**config.mk**
```make
export PLATFORM = sky130hd
export DESIGN_NAME = conversor_bin_bcd_secuencial
export DESIGN_NICKNAME = d
export VERILOG_FILES = /design/src/rtl/conversor_bin_bcd_secuencial.sv
export SDC_FILE = /design/constraint.sdc
export NUM_CORES = 1
export LEC_CHECK = 0
export ABC_AREA = 1
export CAP_MARGIN = 15
export CORE_AREA = 2 2 77 79
export DETAILED_ROUTE_END_ITERATION = 16
export DIE_AREA = 0 0 79 81
export PLACE_DENSITY = 0.8
export SLEW_MARGIN = 20
export SYNTH_ARGS = -nofsm -noshare
export SYNTH_HDL_FRONTEND = slang
export SYNTH_SLANG_ARGS = --single-unit
export TNS_END_PERCENT = 10
```
**constraint.sdc**
```tcl
create_clock -name clk -period 1.73 [get_ports clk]
set_input_delay 0.346 -clock clk [delete_from_list [all_inputs] [get_ports clk]]
set_output_delay 0.346 -clock clk [all_outputs]
set_load 0.1 [all_outputs]
```
**src/rtl/conversor_bin_bcd_secuencial.sv**
```systemverilog
// Sequential binary-to-BCD converter (shift-and-add-3), one binary bit per clock.
// Define SIGNO_EN to treat reg_binario as two's complement and report the sign on negativo.
module conversor_bin_bcd_secuencial #(
  parameter int TAM_REG_BIN = 16,
  parameter int NUM_DIG     = 5,
  parameter int ANCHO_CONT  = 5
) (
  input  logic                     clk,
  input  logic                     reset_n,
  input  logic                     inicio,
  input  logic [TAM_REG_BIN-1:0]   reg_binario,
  output logic                     ocupado,
  output logic                     valido,
  output logic [4*NUM_DIG-1:0]     reg_BCD,
  output logic                     desborde,
  output logic                     negativo
);

  localparam int ANCHO_ACUM = 4 * NUM_DIG;

  // Handshake: inicio is accepted on a rising edge only while ocupado=0.
  // valido is a one-cycle pulse; reg_BCD/desborde/negativo are held until the next pulse.
  typedef enum logic [1:0] {
    REPOSO   = 2'd0,
    DESPLAZA = 2'd1,
    FIN      = 2'd2
  } estado_t;

  estado_t                  estado_q, estado_d;
  logic [TAM_REG_BIN-1:0]   bin_q, bin_d;
  logic [ANCHO_ACUM-1:0]    acum_q, acum_d;
  logic [ANCHO_ACUM-1:0]    acum_corr;
  logic [ANCHO_CONT-1:0]    cont_q, cont_d;
  logic                     ovf_q, ovf_d;
  logic                     neg_pend_q, neg_pend_d;
  logic                     valido_q, valido_d;
  logic [ANCHO_ACUM-1:0]    bcd_q, bcd_d;
  logic                     desborde_q, desborde_d;
  logic                     negativo_q, negativo_d;

  // All digits are corrected from the same pre-shift value; 4-bit wrap on +3.
  always_comb begin
    acum_corr = acum_q;
    for (int i = 0; i < NUM_DIG; i++) begin
      if (acum_q[4*i +: 4] >= 4'd5)
        acum_corr[4*i +: 4] = acum_q[4*i +: 4] + 4'd3;
    end
  end

  always_comb begin
    estado_d   = estado_q;
    bin_d      = bin_q;
    acum_d     = acum_q;
    cont_d     = cont_q;
    ovf_d      = ovf_q;
    neg_pend_d = neg_pend_q;
    valido_d   = 1'b0;
    bcd_d      = bcd_q;
    desborde_d = desborde_q;
    negativo_d = negativo_q;

    case (estado_q)
      REPOSO: begin
        if (inicio) begin
`ifdef SIGNO_EN
          neg_pend_d = reg_binario[TAM_REG_BIN-1];
          bin_d      = reg_binario[TAM_REG_BIN-1]
                       ? (~reg_binario) + {{(TAM_REG_BIN-1){1'b0}}, 1'b1}
                       : reg_binario;
`else
          neg_pend_d = 1'b0;
          bin_d      = reg_binario;
`endif
          acum_d   = '0;
          cont_d   = ANCHO_CONT'(TAM_REG_BIN);
          ovf_d    = 1'b0;
          estado_d = DESPLAZA;
        end
      end
      DESPLAZA: begin
        {acum_d, bin_d} = {acum_corr[ANCHO_ACUM-2:0], bin_q, 1'b0};
        ovf_d           = ovf_q | acum_corr[ANCHO_ACUM-1];
        cont_d          = cont_q - 1'b1;
        if (cont_q == ANCHO_CONT'(1))
          estado_d = FIN;
      end
      FIN: begin
        bcd_d      = acum_q;
        desborde_d = ovf_q;
        negativo_d = neg_pend_q;
        valido_d   = 1'b1;
        estado_d   = REPOSO;
      end
      default: estado_d = REPOSO;
    endcase
  end

  always_ff @(posedge clk or negedge reset_n) begin
    if (!reset_n) begin
      estado_q   <= REPOSO;
      bin_q      <= '0;
      acum_q     <= '0;
      cont_q     <= '0;
      ovf_q      <= 1'b0;
      neg_pend_q <= 1'b0;
      valido_q   <= 1'b0;
      bcd_q      <= '0;
      desborde_q <= 1'b0;
      negativo_q <= 1'b0;
    end else begin
      estado_q   <= estado_d;
      bin_q      <= bin_d;
      acum_q     <= acum_d;
      cont_q     <= cont_d;
      ovf_q      <= ovf_d;
      neg_pend_q <= neg_pend_d;
      valido_q   <= valido_d;
      bcd_q      <= bcd_d;
      desborde_q <= desborde_d;
      negativo_q <= negativo_d;
    end
  end

  assign ocupado  = (estado_q != REPOSO);
  assign valido   = valido_q;
  assign reg_BCD  = bcd_q;
  assign desborde = desborde_q;
  assign negativo = negativo_q;

endmodule

```
==> flow_summary.yaml <==
clock_network:
  cts-root-buf: "clkbuf_8"
  cts.path.max_buffers: 2
  htreeDepth: 3
  cts_tree: "done"
  ctsResizeCount: 0
  cts.clk_slew.worst_paths_ns: 0.06
  numCtsBuffers: 9
  cts.sinks: 66
  clk_latency_ns: 0.34
detailed_routing:
  wl_mm: 6.33
  drc: 0
  drtPass1Iterations: 5
  routed_via_density: 5.29
  ant_nets: 0
  vias: 2678
  drtIter0Drc: 228
  wl_per_cell_um: 12.5
global_routing:
  overflow: 0
  antenna_found_initial: 0
  grt_pass1_wl_mm: 10.9
  grt_max_degree: 42
  grtUsageTotal_pct: 21.7
  grt_pass1_vias: 2524
cells_and_area:
  area_delta_synth_final_pct: 27.2
  multi_input_area_um2: 1280
  most-common-layout-cells: "nand2_1 (144), dfrtp_1 (66), nand3_1 (44)"
  diodes: 0
  fin_cells: 506
  layout.nets: 457
  stdcell_area_um2: 4060
  final_common_cell: "nand2_1"
  seq_area_um2: 1650
  fill_cells: 431
  drive_above_1_share_pct: 11.8
yosys:
  synth-seq-cells: 66
  synth_flop_cell: "dfrtp_1"
  syn_nets: 414
  synth_area_um2: 3190
  postSynthCellCount: 383
  synth_cell_type_count: 23
  synth_edf_count: 0
  yosys_warnings: 0
  synth-async-reset-ratio_pct: 100
  synth_seq_area_share_pct: 51.8
  postSynthAreaPerCell_um2: 8.32
setup_path:
  cp_data_required_time_ns: 1.38
  crit_arrival_ns: 1.15
  reg2reg_depth: 8
  cp_max_fo: 3
  cp-start-kind: "flop"
  end_kind: "output port"
  criticalPathCategory: "flop to output port"
  max_stage_delay_ns: 0.43
  crit_path_cell_trace: "nor2_2, inv_1, buf_12"
  slowest_stage: "dfrtp_1"
timing:
  rsz0062_at_grt: "false"
  relSlewSlack_pct: 61.4
  finalHoldViolations: 0
  finClkSkew_ns: 0.00465
  setup_violations: 0
  fin_crit_sh_pct: 86.7
  finalMaxSlewViolations: 0
  finalSetupTns_ns: 0
  worst_pin_slew_ns: 0.578
  whs_ns: 0.473
  max_freq_ghz: 0.667
  period_needed_ns: 1.50
outcome:
  outcome: "complete, no violations"
hold_path:
  hold_path_class: "flop to flop"
  hold_depth: 2
job:
  cap_violations: 0
place:
  dp_hpwl_mm: 4.40
  portBuffers: 41
  dpl.cell_count: 489
  gp_congestion: 0.795
  dpl_cell_area_um2: 3860
floorplanning:
  row_count: 28
  core_area_um2: 5680
  die_x_um: 79
  dieArea_um2: 6400
  io_pins: 43
  start_util_pct: 56.2
  chipHeight_um: 81
pwr:
  leakagePower_nw: 2.04
  p_per_area_nw_per_um2: 2120
  peakVddDrop_mv: 1.21
[area by class of cell]
class	instances	share of cell area [%]
repair buffers	45	17.4
well taps	75	2.31
flip-flops and latches	66	40.7
clock inverters	2	0.247
inverters	37	3.49
multi-input cells	267	31.6
clock buffers	14	4.26
[registers in the layout (all words and copies together), names as in the netlist]
| name | flops |
|---|---|
| acum_q | 20 |
| reg_BCD | 20 |
| bin_q | 16 |
| cont_q | 5 |
| estado_q | 2 |
| desborde | 1 |
| ovf_q | 1 |
| valido | 1 |
[report_power, final]
part | switching, mW | internal (mW) | total [mW]
Combinational | 3.07 | 1.61 | 4.68
Clock | 0.544 | 0.634 | 1.18
Sequential | 0.537 | 2.19 | 2.73
Total | 4.15 | 4.44 | 8.59
[repair_timing]
item                      4_1_cts  5_1_grt
hold endpoints to repair       19        0
hold buffers                    1        0
setup buffers                   0        0
[worst paths after layout]
kind	start	to	slack, ns
max	estado_q[0]	ocupado	0.23
min	bin_q[0]	bin_q[0]	0.47
max reg2reg	acum_q[16]	acum_q[18]	0.37
min reg2reg	bin_q[0]	bin_q[0]	0.47
max in group asynchronous	reset_n	acum_q[19]	0.69
min in group asynchronous	reset_n	reg_BCD[2]	0.52
[synthesized netlist by cell type (2+ instances only)]
cell type / count / share of area (%)
a21oi_1: 2 / 0.31
buf_2: 2 / 0.31
buf_4: 6 / 1.4
buf_6: 4 / 1.4
dfrtp_1: 66 / 52
ha_1: 12 / 4.7
inv_1: 32 / 3.8
inv_2: 4 / 0.47
nand2_1: 144 / 17
nand2_4: 2 / 0.71
nand3_1: 44 / 6.9
nand4_1: 12 / 2.4
nor2_1: 6 / 0.71
nor2_2: 2 / 0.39
o21ai_0: 23 / 3.6
o21ai_1: 12 / 1.9
o21bai_1: 4 / 0.94
[logic make-up after synthesis]
family	after synthesis	synth area share (%)
adders and majority gates	12	4.71
buffers and inverters	50	8.05
other	1	0.118
AOI/OAI and AO/OA	42	6.95
DFF	66	51.8
and+or+nand+nor	212	28.4
[worst max-delay path, delay by kind of cell (launching register included)]
family        cells  cell delay, ns
flops             1            0.43
buf+inv           2            0.25
simple gates      1            0.14
[metal layers]
layer,track usage [%],vias up,part of all wire (%)
li1,-,1324,-
met1,26.6,1267,44
met2,37.9,80,50
met3,3.67,7,4.8
met4,9.66,0,1.2
met5,0,-,0
[metrics by stage]
stage                     utilization, %  total power [mW]  setup slack, ns
final                               71.5              8.59            0.230
after global routing                71.5              9.20            0.188
after CTS                           71.5              8.61            0.215
after detailed placement            68.1              7.41            0.131
after global placement              68.1              7.22            0.198
after floorplan                        -              5.92            0.327
No activity file was read; power rests on OpenSTA's default activity.
